$ cat config.mk
export PLATFORM = sky130hd
export DESIGN_NAME = datapath
export DESIGN_NICKNAME = d
export VERILOG_FILES = /design/src/rtl/datapath.sv
export SDC_FILE = /design/constraint.sdc
export NUM_CORES = 1
export LEC_CHECK = 0
export CELL_PAD_IN_SITES_DETAIL_PLACEMENT = 0
export CELL_PAD_IN_SITES_GLOBAL_PLACEMENT = 2
export CORE_UTILIZATION = 38
export CTS_CLUSTER_DIAMETER = 40
export DETAILED_ROUTE_END_ITERATION = 10
export PLACE_DENSITY = 0.86
export SETUP_SLACK_MARGIN = 0.05
export SLEW_MARGIN = 20
export SYNTH_ARGS = -nofsm -noshare
export SYNTH_HDL_FRONTEND = slang
export SYNTH_SLANG_ARGS = --single-unit
$ cat constraint.sdc
create_clock -name clk -period 5.6 [get_ports clk]
set_clock_uncertainty 0.2 [all_clocks]
set_input_delay 0.56 -clock clk [delete_from_list [all_inputs] [get_ports clk]]
set_output_delay 0.56 -clock clk [all_outputs]
set_load 0.01 [all_outputs]
$ cat src/rtl/datapath.sv
// datapath: single-bus 16-bit processor datapath (R0-R7, accumulator A, ALU, result register G)
//
// Ports:
//   clk, rst_n      - rising-edge clock, asynchronous active-low reset
//   ext_data        - external word, placed on the bus when ext_data_en = 1
//   reg_in_en[i]    - Ri <= bus;  reg_out_en[i] - Ri drives the bus
//   alu_reg_en      - A <= bus
//   alu_sel         - 0: G <= A + bus, 1: G <= A - bus (modulo 2^WIDTH)
//   g_reg_en        - load ALU result into G;  alu_out_en - G drives the bus
//   bus             - combinational OR of all enabled sources (0 when none)
//   bus_conflict    - two or more sources enabled
//
// Optional feature: define BUS_CONFLICT_CHECK_EN to generate bus_conflict
// and a simulation $error on each clock edge with a conflict; otherwise
// bus_conflict is tied to 0.
module datapath #(
  parameter int WIDTH = 16
) (
  input  logic             clk,
  input  logic             rst_n,
  input  logic [WIDTH-1:0] ext_data,
  input  logic             ext_data_en,
  input  logic [7:0]       reg_in_en,
  input  logic [7:0]       reg_out_en,
  input  logic             alu_reg_en,
  input  logic             alu_sel,
  input  logic             g_reg_en,
  input  logic             alu_out_en,
  output logic [WIDTH-1:0] bus,
  output logic             bus_conflict
);
  logic [WIDTH-1:0] r_q [8];
  logic [WIDTH-1:0] r_d [8];
  logic [WIDTH-1:0] a_q, a_d, g_q, g_d;

  // AND-OR bus: every enabled source is ORed in, no tristates
  always_comb begin
    bus = ext_data_en ? ext_data : '0;
    for (int i = 0; i < 8; i++) bus = bus | (reg_out_en[i] ? r_q[i] : '0);
    bus = bus | (alu_out_en ? g_q : '0);
  end

  // G sees the pre-edge A and the current bus (which may be the old G itself)
  always_comb begin
    for (int i = 0; i < 8; i++) r_d[i] = reg_in_en[i] ? bus : r_q[i];
    a_d = alu_reg_en ? bus : a_q;
    g_d = g_reg_en ? (alu_sel ? a_q - bus : a_q + bus) : g_q;
  end

  always_ff @(posedge clk or negedge rst_n) begin
    if (!rst_n) begin
      for (int i = 0; i < 8; i++) r_q[i] <= '0;
      a_q <= '0;
      g_q <= '0;
    end else begin
      for (int i = 0; i < 8; i++) r_q[i] <= r_d[i];
      a_q <= a_d;
      g_q <= g_d;
    end
  end

`ifdef BUS_CONFLICT_CHECK_EN
  logic [9:0] src;
  assign src = {ext_data_en, reg_out_en, alu_out_en};
  // clearing the lowest set bit leaves something only if two or more were set
  assign bus_conflict = |(src & (src - 10'd1));
  always @(posedge clk) if (bus_conflict) $error("datapath: bus conflict, sources=%b", src);
`else
  assign bus_conflict = 1'b0;
`endif
endmodule

# Word-level counts from Yosys, hierarchy flattened
# Cells that the tools add are included.
[word_totals]
ff_bits = 160
input_bits = 39
out_inout_bits = 17
elab_cells = 32
[classes]
add_sub_neg = 2
n_mux = 11
bitwise_logic = 9
[ops]
columns = ["op", "n"]
rows = [
  ["2-to-1 mux 16 bit", 11],
  ["bitwise OR 16 bit", 9],
  ["adder 16 bit", 1],
  ["subtractor 16 bit", 1],
]

# Longest topological paths before layout
# Gate-level depths: netlist of run 1.
[depth]
ltp_word = 12
ltp_mapped = 19
depth_no_buf = 16

# Worst setup path before layout of run 1
# No wires, ideal clock.
[synth_timing]
path_kind = "input-to-reg"
start = "in reg_out_en[0]"
end = "reg g_q[15]"
setup_ns = 0.124
arrival_ns = 4.050
required_ns = 5.276
slack_ns = 1.226
cell_stages = 17
n_path_buf = 3
path_cell_list = "buf_2 -> buf_6 -> a22o_1 -> a221oi_2 -> and3_1 -> clkbuf_1 -> ha_1 -> o21ai_0 -> ha_1 -> nor2b_1 -> o31a_1 -> o311ai_1 -> a21oi_1 -> a41oi_1 -> a21oi_1 -> and4_1 -> a211o_1"
[synth_via]
elab_chain_cells = 12
word_cells_on_any_way = 13
cone_classes = "2 x add/sub; 2 x mux; 9 x bitwise"
[synth_rtl]
columns = ["element", "line", "rtl"]
rows = [
  ["from (decl)", "24", "input logic [7:0] reg_out_en,"],
  ["2-to-1 mux 16 bit (*)", "39", "for (int i = 0; i < 8; i++) bus = bus | (reg_out_en[i] ? r_q[i] : '0);"],
  ["bitwise OR 16 bit (*) (8 in series)", "39", ""],
  ["bitwise OR 16 bit (*)", "40", "bus = bus | (alu_out_en ? g_q : '0);"],
  ["adder 16 bit / subtractor 16 bit (equally long branches)", "47", "g_d = g_reg_en ? (alu_sel ? a_q - bus : a_q + bus) : g_q;"],
  ["2-to-1 mux 16 bit (*)", "47", ""],
  ["to (signal assigned)", "58", "g_q <= g_d;"],
  ["to (decl)", "34", "logic [WIDTH-1:0] a_q, a_d, g_q, g_d;"],
]
# Mark *: on every way between the ends. The rest lies on a longest branch, timed or not.
# A chain may end at the register's enable or synchronous reset.

# Final worst setup path of run 1
[layout_timing]
start = "in reg_out_en[7]"
end = "reg g_q[15]"
[layout_via]
elab_chain_cells = 5
word_cells_on_any_way = 6
cone_classes = "2 x add/sub; 2 x mux; 2 x bitwise"
[layout_rtl]
columns = ["element", "line"]
rows = [
  ["2-to-1 mux 16 bit (*)", "39"],
  ["bitwise OR 16 bit (*)", "39"],
  ["bitwise OR 16 bit (*)", "40"],
  ["adder 16 bit / subtractor 16 bit (equally long branches)", "47"],
  ["2-to-1 mux 16 bit (*)", "47"],
]
# Marks and branches as above.

==> results.txt, run 1 <==
- The endpoint identified for the worst register-to-register timing path is g_q[15].
- The most common cell in the synthesized netlist is sky130_fd_sc_hd__dfrtp_1.
- After synthesis, the cell types taking the most area are sky130_fd_sc_hd__dfrtp_1, sky130_fd_sc_hd__a21oi_1, sky130_fd_sc_hd__nor2_1.
- After floorplanning, the core was divided into 51 placement rows.
- For this run, the top clock speed supported by timing is approximately 0.21 GHz.
- Leakage power summed over all cells: ~3.2 nW
- The number of global-route vias before repair came to 6,209.
- The number of antenna diodes in the final layout is 0.
- Top post-synthesis cells by count: sky130_fd_sc_hd__dfrtp_1, sky130_fd_sc_hd__a21oi_1, sky130_fd_sc_hd__nor2_1
* Pin count of the biggest net entering global routing: 107
- The largest individual stage delay along the critical path comes from the cell sky130_fd_sc_hd__clkdlybuf4s50_1.
* Area of the mapped netlist: about 0.0076 sq mm
- In the final layout, the share of cells above drive strength 1 is 9.96%.
- At the pin with the least slew margin, the transition time is around 0.90 ns.
- First-pass GRT wire length: ~36 mm
* Slew Limit Headroom: between 30% and 40%
- Among the stages of the critical path, the cell type that occurs most often is sky130_fd_sc_hd__a21oi_1.
- The detailed router placed just over 6,000 vias in this run.
- Worst EP required: 5.71 ns
- The total count of max-transition violations in the final report came to 0.
- The run finished with clean final reports.
- Clock latency on the worst-skew pair, taken at its later pin, is approximately 0.43 ns.
- The number of nets in the synthesized netlist is 841.
- Post-DP HPWL: 15.6 mm
* Library cells used by synthesis: 47
- Post-synth top area cell: sky130_fd_sc_hd__dfrtp_1
- Detail-routed net length per standard cell: 20.9 um
- Storage element area: around 0.004 sq mm
- Predominant post-synthesis flop cell: sky130_fd_sc_hd__dfrtp_1
* Kind of cell adding the most delay to the critical path: compound AO/OA/AOI/OAI gates
- After synthesis, flip-flops and latches occupy between 50% and 60% of the total area.
- Using the TritonRoute via totals, the vias-per-cell ratio works out to approximately 5.7.
* Post-synth top area share: 52.5%
* Area inside the core boundary: approximately 0.02 sq mm
- Async S/R FF share, synth: 100%
- Port buffering added 54 buffers.
* Placement-stage cell area: ~0.0084 sq mm
- Busiest metal layer after global routing: met2
* Die boundary width: roughly 140 um
* Number of antenna-violating nets in the routed design: 0
- Worst-path clk slew: 0.07 ns
- Hold WC Path Type: in2async
* Fillers: roughly 1,900
- Setup violations remaining at the end of the flow were counted as 0.
- The critical path in this run is classified as in2reg.
- The worst path in the final design needs a cycle of 4.79 ns, including I/O delays and setup.
- Post-route DRC violation count: 0
* Initial antenna violation count: 0
* Net total in the final layout: 876
- The congestion estimate from routability-driven global placement came to 0.852.
- The clock tree synthesis step divided the H-tree into 4 levels.
- A synthesized cell averages ~9.7 sq um.
- The final-report hold violation count was 0.
* Worst IR Drop VDD: approximately 0.00019 V
* Setup repair after global routing missed its margin: no
- Met3 track demand over resource in global routing: around 5.2%
- 1st-iter DRT viols: 480
- Final clock period utilization by the worst path: between 80 and 90%
- TritonCTS built the clock tree.
* Power per unit of standard cell area: 293 mW/mm^2
* Maxcap violations: 0
* Critical Path, Cell by Cell: clkdlybuf4s50_1, a22o_1, a221oi_1, and3_1, inv_1, nor2_1, a21oi_1, xnor2_1, ha_1, or2_2, a21oi_1, a21oi_1, a41oi_1, a21oi_1, and4_1, a211o_1
- The startpoint identified for the worst register-to-register timing path is r_q[113].
* CP Max Fanout: 12
- The longest clock path from root to sink contains 2 buffers.
- The floorplan step set the die height to 144 um.
- Crit path buffers/inverters: 2
- Setup Total Neg Slack: 0 ns
* Clock buffers created by TritonCTS: 17
- Count of cells along the worst register-to-register path: 14
- Root Driver: sky130_fd_sc_hd__clkbuf_16
- Post-CTS repair changed the size of 0 cells.
- In the global route stage, met1 resource usage came out at 31.9%.
* Number of buffers inserted by hold repair at cts: 0
- Yosys printed 0 warnings.
- Counting every sink on the clock net gives 160.
* Multi-input gate area in the final layout: 0.00318 sq mm
- Met2 Resource Use GR: approximately two fifths
* Boundary Pins: 56
- Number of synthesized flops with an enable pin: 0
- Crit path DAT: around 4.9 ns
* Total die area: around 0.021 sq mm
* Initial Utilization: around 39%
* Area delta synth->final: 17.5%
- STA classifies the critical path endpoint as a flip-flop.
* Cells after Synth: 785
- The final layout contains routed wiring with a total length of ~23 mm.
* Total iterations of the first detailed-routing run: 5
- Across all register-to-register paths, the minimum setup slack is between 1 and 1.5 ns.
* Global Route Usage Sum: approximately a quarter
* Final non-filler cell area: about 0.009 sq mm
* Setup bufs post-CTS: 0
* Delay of the slowest cell on the worst path: around 0.71 ns
* Startpoint Class: primary input
- Register bit total from synthesis: 160
- Global-route congestion overflow total: 0
through the flow:
step	utilization, %	hold WS [ns]	total power, W	setup slack (ns)	std cells
3_5_place_dp	42.8	0.307	0.00147	0.450	1066
5_1_grt	45.8	0.104	0.00272	0.554	1098
2_1_floorplan	-	0.0644	0.00136	1.23	785
6_report	45.8	0.0506	0.00263	0.808	1098
4_1_cts	45.8	0.108	0.00264	0.868	1098
3_3_place_gp	42.8	0.304	0.00147	0.413	1066
flip-flops by register name, indices dropped and copies added (netlist names):
name / cells
a_q: 16
g_q: 16
r_q: 128
placed cells by master, fill, tap and decap left out, types with 17 or more instances in the layout:
| cell type | count |
|---|---|
| sky130_fd_sc_hd__nor2_1 | 157 |
| sky130_fd_sc_hd__clkbuf_16 | 17 |
| sky130_fd_sc_hd__a21oi_1 | 159 |
| sky130_fd_sc_hd__buf_4 | 32 |
| sky130_fd_sc_hd__clkdlybuf4s50_1 | 51 |
| sky130_fd_sc_hd__inv_1 | 21 |
| sky130_fd_sc_hd__and3_1 | 18 |
| sky130_fd_sc_hd__a221oi_1 | 28 |
| sky130_fd_sc_hd__xnor2_1 | 22 |
| sky130_fd_sc_hd__dfrtp_1 | 160 |
| sky130_fd_sc_hd__a22o_1 | 32 |
power breakdown:
part           switching, W  internal (W)  leakage (nW)  total (W)
Clock              0.000501      0.000677         0.285    0.00118
Sequential        0.0000211       0.00118          1.45    0.00120
Combinational      0.000151     0.0000981          1.45   0.000250
Total              0.000673       0.00195          3.18    0.00263
metal layers:
layer	routed length (um)	share of wire, %	up-vias
met5	0	0	-
met4	362	1.6	0
met3	1500	6.5	29
met2	11000	48	211
met1	10100	44	3125
li1	-	-	2844
cells by family after synthesis:
group / share of synthesized area (%)
simple gates: 12.3
compound gates: 22.2
buf+inv: 5.79
xor+xnor: 2.87
fa+ha+maj: 2.89
other cells: 0.0491
mux: 1.48
flops: 52.5
final cells by class:
| cell class | count | area share [%] |
|---|---|---|
| clock buffer | 19 | 4.94 |
| clock inverter | 13 | 1.67 |
| inverter | 21 | 0.879 |
| multi-input combinational | 534 | 35.5 |
| sequential | 160 | 44.7 |
| tap | 265 | 3.70 |
| timing repair buffer | 86 | 8.64 |
how the worst max path moves through the flow:
stage               cells after the start       to  slack, ns           from
detailed placement                     16  g_q[15]       0.45  reg_out_en[7]
floorplan                              17  g_q[15]       1.23  reg_out_en[0]
CTS                                    16  g_q[15]       0.87  reg_out_en[7]
global route                           15  g_q[14]       0.55  reg_out_en[7]
global placement                       16  g_q[15]       0.41  reg_out_en[7]
finish                                 16  g_q[15]       0.81  reg_out_en[7]
Power figures use the tool's default switching activity.
==> inputs of run 2 (changes only) <==
--- a/config.mk
+++ b/config.mk
@@ -5,9 +5,10 @@
 export SDC_FILE = /design/constraint.sdc
 export NUM_CORES = 1
 export LEC_CHECK = 0
+export ABC_AREA = 1
 export CELL_PAD_IN_SITES_DETAIL_PLACEMENT = 0
 export CELL_PAD_IN_SITES_GLOBAL_PLACEMENT = 2
-export CORE_UTILIZATION = 38
+export CORE_UTILIZATION = 36
 export CTS_CLUSTER_DIAMETER = 40
 export DETAILED_ROUTE_END_ITERATION = 10
 export PLACE_DENSITY = 0.86
==> run 2 against run 1 <==
Compared with the run above: clock-buffer cell count unchanged; global-route usage fell by 1.5 points; die area rose by 14%; combinational power grew 68%; hold slack better by 0.23 ns; critical path depth rose by 1; first-iteration DRC count down 16%; flip-flop and latch count unchanged; sequential power up 8%; power increased by 12%; largest cell class unchanged; highest routed layer unchanged.
==> results.txt, run 2 <==
- After floorplanning, the core was divided into 55 placement rows.
- Part of the total power dissipated in sequential elements: 43.9%
- Root Driver: sky130_fd_sc_hd__clkbuf_16
- Delay of the slowest cell on the worst path: around 0.88 ns
- Crit path DAT: between 4 and 5 ns
- Synth area leaders: sky130_fd_sc_hd__dfrtp_1, sky130_fd_sc_hd__nand2_1, sky130_fd_sc_hd__o21ai_0
- Final Routed Wirelength: around 25 mm
- Outcome: completed
- At the pin with the least slew margin, the transition time is 0.945 ns.
- Internal power comes to 0.00211 W.
* Startpoint Class: primary input
- Hold WC Path Type: reg2reg
- Die boundary width: about 150 um
- Share of layout cells above drive strength 1: 8.25%
- Port buffering added 54 buffers.
- Final non-filler cell area: ~0.0095 sq mm
- The share of total power dissipated in combinational logic is between 10 and 15%.
- STA classifies the critical path endpoint as a flip-flop.
- Sequential elements use approximately half of the synthesized area.
- The wire-length estimate of the detail-placed layout is approximately 17 mm.
- Global-route congestion overflow total: 0
- Ranked by instance count, the synthesized netlist is headed by sky130_fd_sc_hd__nand2_1, sky130_fd_sc_hd__dfrtp_1, sky130_fd_sc_hd__o21ai_0.
- Most instantiated library cell after synthesis: sky130_fd_sc_hd__nand2_1
* Pwr Total: 0.00294 W
- Timing analysis after detailed placement gives a worst setup slack of roughly 0.82 ns.
* Via density per instance: between 4 and 5
* CTS max path bufs: 2
- The critical path is of the in2reg type.
- Counting distinct cell types in the post-synthesis netlist gives 36.
* Hold depth: 2
- The mapped netlist covers between 0.008 and 0.009 sq mm.
- Biggest registers after layout: r_q: 128 flops, a_q: 16 flops, g_q: 16 flops
- Final clock period utilization by the worst path: between 70 and 80%
- Relative to the synthesized area, the layout overhead comes to 14.8%.
- Synthesis inferred 160 register bits.
* Area inside the core boundary: 0.0226 sq mm
- Number of setup violations in the final report: 0
- Yosys warnings: 0
* Cell type with the highest occurrence count on the critical path: sky130_fd_sc_hd__nand2_1
- Crit path max-delay cell type: sky130_fd_sc_hd__clkdlybuf4s50_1
- Buffers inserted during clock tree synthesis total 17.
- The die covers roughly 0.024 sq mm.
- Traced cell by cell, the critical path runs through clkdlybuf4s50_1, nand2_1, nand2_1, nor2_1, nand2_1, nor2_4, nand3_2, nand2_1, o21ai_0, xor2_1, ha_1, a21oi_1, a21boi_0, o21ai_0, a21oi_1, xor2_1, o21ai_0.
- TritonCTS built the clock tree.
- Largest register FFs: approximately 130
- Upper clock frequency limit: between 0.2 and 0.25 GHz
* CP Max Fanout: 16
- Once the floorplan was initialized, standard cells occupied between 30 and 40% of the core.
* Initial antenna violation count: 0
- 1st-iter DRT viols: 402
- For this design the static power due to leakage is between 4 and 5 nW.
- In this run switching power makes up between 20% and 30% of total power.
- Clock-pin slew was measured on the worst setup and hold paths at 0.06 ns.
- In the routed design, unresolved DRC markers number 0.
- Avg Synthesized Cell Area: between 8 and 9 sq um
- Worst EP required: ~5.7 ns
- Pin count of the biggest net entering global routing: 68
- The worst-case IR drop observed on VDD is between 0.00015 and 0.0002 V.
- Cells after Synth: between 1,000 and 1,500
- Setup bufs post-CTS: 0
* Worst setup margin: approximately 1.3 ns
- Power spread over the standard cell area amounts to about 310 mW/mm^2.
* Max-slew violation total from the final report: 0
- Number of clock sinks: 160
- Most used cells in the layout excluding fill and tap cells: sky130_fd_sc_hd__nand2_1, sky130_fd_sc_hd__dfrtp_1, sky130_fd_sc_hd__o21ai_0
* Setup Total Neg Slack: 0 ns
* Total nets after synthesis: between 1,000 and 1,500
- Vias post-DR: 6,669
- Placement-stage cell area: 0.00889 sq mm
- Count of cells along the worst register-to-register path: 16
- Setup repair after global routing missed its margin: no
* Number of synthesized flops with an enable pin: 0
- In the synthesized netlist the dominant register cell turns out to be sky130_fd_sc_hd__dfrtp_1.
* Number of antenna-violating nets in the routed design: 0
- The later pin in the worst-skew pair is clocked with a latency of 0.43 ns.
- Most common cell after layout, fill and taps aside: sky130_fd_sc_hd__nand2_1
* Count of antenna diodes in the layout: 0
* Detail-routed net length per standard cell: about 18 um
- The number of global-route vias before repair is 6,657.
- The first detailed-routing pass ran for 5 iterations.
- Max-cap violations in this run came to 0.
- In this run, the clock network consumes 41.8% of the power.
* Post-synth top area share: approximately half
- In this run the number of H-tree levels came out at 4.
- Async S/R FF share, synth: between 90% and 100%
* Total of cells resized after clock tree synthesis: 0
- The biggest area contributor in the post-synthesis netlist is sky130_fd_sc_hd__dfrtp_1.
- Global routing consumed, over all layers together, 22.3% of the routing resources.
- First-pass GRT wire length: 39.1 mm
- From bottom edge to top edge, the die measures 154 um.
- Endpoints failing hold: 0
* Slew Limit Headroom: 36.8%
* Top reg by flops: r_q
- Boundary Pins: between 50 and 60
- Net total in the final layout: between 1,000 and 1,500
- The analysis attributes to net switching a power of approximately 0.00083 W.
* Weighted congestion reported at the end of routability-driven placement: between 0.8 and 0.9
- For the finished layout, the period the worst path requires is about 4.3 ns.
[run 2: what timing repair did]
item | CTS | global route
hold buffers | 1 | 0
hold endpoints to repair | 37 | 0
endpoints found under the setup margin | 0 | 0
[run 2: power groups by stage]
stage | logic (W) | registers [W] | clock network [W]
detailed placement | 0.000427 | 0.00131 | 0
global route | 0.000480 | 0.00130 | 0.00129
floorplan | 0.000286 | 0.00130 | 0
global placement | 0.000424 | 0.00131 | 0
CTS | 0.000429 | 0.00129 | 0.00125
finish | 0.000421 | 0.00129 | 0.00123
[run 2: logic make-up after synthesis]
| family | Yosys count | synth area share (%) |
|---|---|---|
| DFF | 160 | 48.3 |
| xor gates and xnor gates | 19 | 2.01 |
| adders and majority gates | 17 | 2.66 |
| AOI/OAI and AO/OA | 189 | 12.7 |
| and+or+nand+nor | 505 | 26.3 |
| other | 1 | 0.0453 |
| buffers and inverters | 118 | 7.90 |
[run 2: worst paths after layout]
check	end	slack, ns	from
max in group asynchronous	r_q[41]	3.55	rst_n
worst max register to register	g_q[10]	2.07	r_q[82]
worst min-delay path	r_q[57]	0.28	r_q[57]
min in group asynchronous	g_q[1]	0.39	rst_n
worst max-delay path	g_q[10]	1.29	reg_out_en[2]
worst min register to register	r_q[57]	0.28	r_q[57]
[run 2: final cells by class]
cell class,count,area (sq um)
clock buffers,19,453
clock inverters,12,159
inverters,60,225
fillers,2320,13100
repair buffers,73,687
multi-input cells,731,3620
well taps,285,357
flip-flops and latches,160,4000
[run 2: critical path, delay by kind of cell]
| kind | cells | cell delay (ns) |
|---|---|---|
| xor+xnor | 2 | 0.32 |
| buf+inv | 1 | 0.88 |
| simple gates | 7 | 1.09 |
| compound gates | 6 | 1.18 |
| fa+ha+maj | 1 | 0.35 |
[run 2: per-layer routing]
metal  vias to the layer above  part of all wire (%)  track usage [%]
li1                       3343                     -                -
met1                      3168                    46             29.4
met2                       136                    49             37.7
met3                        22                   3.9             3.18
met4                         0                   1.5             6.71
met5                         -                     0                0
[run 2: metrics by stage]
step	hold WS [ns]	utilization (%)	instances
after floorplan	0.0644	-	1009
after global placement	0.266	39.4	1308
after detailed placement	0.269	39.4	1308
after CTS	0.289	42.1	1340
after global routing	0.304	42.1	1340
final	0.285	42.1	1340
==> inputs of run 3 (changes only) <==
--- a/config.mk
+++ b/config.mk
@@ -8,10 +8,10 @@
 export ABC_AREA = 1
 export CELL_PAD_IN_SITES_DETAIL_PLACEMENT = 0
 export CELL_PAD_IN_SITES_GLOBAL_PLACEMENT = 2
-export CORE_UTILIZATION = 36
+export CORE_UTILIZATION = 32
 export CTS_CLUSTER_DIAMETER = 40
 export DETAILED_ROUTE_END_ITERATION = 10
-export PLACE_DENSITY = 0.86
+export PLACE_DENSITY = 0.81
 export SETUP_SLACK_MARGIN = 0.05
 export SLEW_MARGIN = 20
 export SYNTH_ARGS = -nofsm -noshare
==> constraint.sdc (replaced) <==
create_clock -name clk -period 3.7 [get_ports clk]
set_clock_uncertainty 0.2 [all_clocks]
set_input_delay 0.37 -clock clk [delete_from_list [all_inputs] [get_ports clk]]
set_output_delay 0.37 -clock clk [all_outputs]
set_load 0.01 [all_outputs]
==> run 3 against run 2 <==
Compared with the run above: worst setup slack lost 1.1 ns; clock power grew 46%; largest cell class unchanged; via count grew 6.1%; sequential share of layout area shrank 3.9 points; sequential power grew 52%; first-iteration DRC count grew 39%.
==> results.txt, run 3 (synthesized netlist as in run 2, its figures left out) <==
* Number of clock sinks: 160
- CTS max path bufs: 2
- Initial antenna violation count: 1
- Dividing the detail-routed via count by the number of cells gives 4.77.
- Worst reg2reg startpoint: g_q[1]
- The path class of the tightest hold or removal check is reg2reg.
* Worst EP required: 3.82 ns
- Endpoints failing hold: 0
* Reg-to-Reg End: g_q[13]
- The number of global-route vias before repair came to 7,128.
- The worst path uses a little over nine tenths of the clock period.
* Area inside the core boundary: ~0.025 sq mm
* Worst Setup End Kind: flip-flop
* Part of the total power dissipated in sequential elements: between 40% and 50%
- Relative contribution of the clock network to total power: 39.7%
- Across all setup checks in the final design, the least slack found is between 0.2 and 0.25 ns.
- Across the VDD grid, the largest voltage drop is between 0.0002 and 0.00025 V.
- Internal power: approximately 0.0032 W
* Post-DP HPWL: 19.3 mm
- Most common cell after layout, fill and taps aside: sky130_fd_sc_hd__nand2_1
- Data arrives at the worst endpoint at between 3 and 4 ns.
* Placement-stage cell area: about 0.0097 sq mm
* Net total in the final layout: ~1,200
* Area delta synth->final: 26.5%
- Shortest clock period the worst path allows after layout: between 3 and 4 ns
* TritonCTS clock tree: yes
* Chip height: 163 um
* Hold depth: 2
- Tracing the worst setup path back leads to its startpoint at reg_out_en[1].
- The flow ran to the end, and the final reports show no timing, DRC or antenna violations.
- Biggest registers after layout: r_q: 128 flops, a_q: 16 flops, g_q: 16 flops
- CP Max Fanout: 10
- Upper clock frequency limit: roughly 0.29 GHz
* Worst setup slack after placement: -0.430 ns
* First-pass GRT wire length: between 40 and 50 mm
* Global Route Usage Sum: a little over a fifth
* Setup repair after global routing missed its margin: no
- Power per unit of standard cell area: between 400 and 500 mW/mm^2
- Clock latency on the worst-skew pair, taken at its later pin, is roughly 0.43 ns.
- In this run the most critical hold path is launched from g_q[1].
* Global-route congestion overflow total: 0
* Slew at the pin closest to its max-slew limit: between 1 and 1.5 ns
- Max-cap violations in this run came to 0.
- WHS: around 0.28 ns
- The post-route netlist has between 15 and 20% of its cells at a drive strength greater than 1.
- Vias post-DR: slightly above 7,000
- Final Routed Wirelength: between 20 and 30 mm
- Switching power: 0.00128 W
- After detailed routing, the average wire length per cell comes to about 18 um.
- For this design the static power due to leakage is 4.93 nW.
- Counting tap cells, the placed design contains a total of 1,445 instances.
- Max-slew violation total from the final report: 0
- Port Buffers: 54
* Worst-path clk slew: ~0.07 ns
- The detail route stage leaves a number of antenna-violating nets equal to 0.
* Count of cells along the worst register-to-register path: 19
- Non-filler cells, final: between 1,000 and 1,500
- For this configuration, the core starts out at a cell density of roughly 33%.
- Top reg by flops: r_q
- Of the total power, combinational logic draws 17.0%.
- Counting the buffers created by CTS gives 17.
- Std cell rows: a little under 60
- The floorplan step set the die width to 163 um.
* Slew Limit Headroom: about 29%
* 1st-iter DRT viols: between 500 and 600
- In the layout the commonest cells are sky130_fd_sc_hd__nand2_1, sky130_fd_sc_hd__dfrtp_1, sky130_fd_sc_hd__o21ai_0.
- For hold timing, the worst endpoint is g_q[1].
* Weighted congestion reported at the end of routability-driven placement: between 0.8 and 0.9
- Total die area: 0.0265 sq mm
* Reg-to-reg slack, setup: roughly 0.30 ns
* Post-route DRC violation count: 0
* Pin count of the biggest net entering global routing: between 100 and 150
- Root Driver: sky130_fd_sc_hd__clkbuf_16
- Total iterations of the first detailed-routing run: 5
- Critical path class: in2reg
- In this run the count of I/O pins placed on the die edge is between 50 and 60.
- Number of setup violations in the final report: 0
- Number of H-tree levels: 4
- Switching share of total power: between 20% and 30%
* Startpoint Class: primary input
* Final non-filler cell area: roughly 0.010 sq mm
* Largest register FFs: ~130
run 3: through the flow:
stage | setup TNS [ns] | util (%) | total power (W)
6_report | 0 | 41.5 | 0.00451
4_1_cts | 0 | 40.8 | 0.00453
2_1_floorplan | 0 | - | 0.00239
3_5_place_dp | -3.02 | 38.4 | 0.00273
3_3_place_gp | -3.07 | 38.4 | 0.00273
5_1_grt | 0 | 41.5 | 0.00472
run 3: how the worst max path moves through the flow:
| stage | to | cells past startpoint |
|---|---|---|
| 3_3_place_gp | g_q[10] | 18 |
| 6_report | g_q[13] | 20 |
| 4_1_cts | g_q[14] | 23 |
| 2_1_floorplan | g_q[13] | 22 |
| 5_1_grt | g_q[13] | 20 |
| 3_5_place_dp | g_q[13] | 20 |
run 3: timing repair:
action	4_1_cts	5_1_grt
gates resized for setup	1	37
hold buffers	1	0
pin swaps	0	19
endpoints found under the hold margin	99	0
endpoints found under the setup margin	2	9
buffers inserted	0	7
run 3: area by class of cell:
| cell class | count | area, sq um |
|---|---|---|
| fill | 2655 | 14800 |
| antenna | 1 | 2.50 |
| inverter | 60 | 225 |
| timing repair buffer | 172 | 1530 |
| multi-input combinational | 731 | 3720 |
| clock inverter | 11 | 130 |
| clock buffer | 20 | 457 |
| sequential | 160 | 4000 |
| tap | 330 | 413 |
run 3: critical path, stage by stage:
cell                              delay, ns
sky130_fd_sc_hd__clkdlybuf4s50_1       0.44
sky130_fd_sc_hd__buf_12                0.17
sky130_fd_sc_hd__nand2_1               0.06
sky130_fd_sc_hd__nand3_1               0.07
sky130_fd_sc_hd__nor2_1                0.20
sky130_fd_sc_hd__nand2_2               0.11
sky130_fd_sc_hd__nor2_4                0.12
sky130_fd_sc_hd__nand4_4               0.14
sky130_fd_sc_hd__nor3_4                0.21
sky130_fd_sc_hd__or2_4                 0.15
sky130_fd_sc_hd__xor2_1                0.14
sky130_fd_sc_hd__ha_1                  0.30
sky130_fd_sc_hd__nand2_1               0.09
sky130_fd_sc_hd__nand2_1               0.05
sky130_fd_sc_hd__a31oi_1               0.18
sky130_fd_sc_hd__nand3_1               0.16
sky130_fd_sc_hd__a21o_1                0.22
sky130_fd_sc_hd__or2_2                 0.27
sky130_fd_sc_hd__nand3_1               0.07
sky130_fd_sc_hd__nand2_1               0.05
run 3: power groups by stage:
stage / sequential [W] / clock [W] / combinational (W)
6_report: 0.00196 / 0.00179 / 0.000765
5_1_grt: 0.00197 / 0.00189 / 0.000866
4_1_cts: 0.00196 / 0.00182 / 0.000750
3_5_place_dp: 0.00199 / 0 / 0.000746
3_3_place_gp: 0.00199 / 0 / 0.000741
2_1_floorplan: 0.00196 / 0 / 0.000433
run 3: layer usage:
layer | part of all wire (%) | global-route usage (%) | up-vias
met1 | 46 | 27.8 | 3378
met4 | 2.0 | 6.33 | 0
li1 | - | - | 3541
met3 | 3.1 | 2.93 | 27
met5 | 0 | 0 | -
met2 | 48 | 35.3 | 133
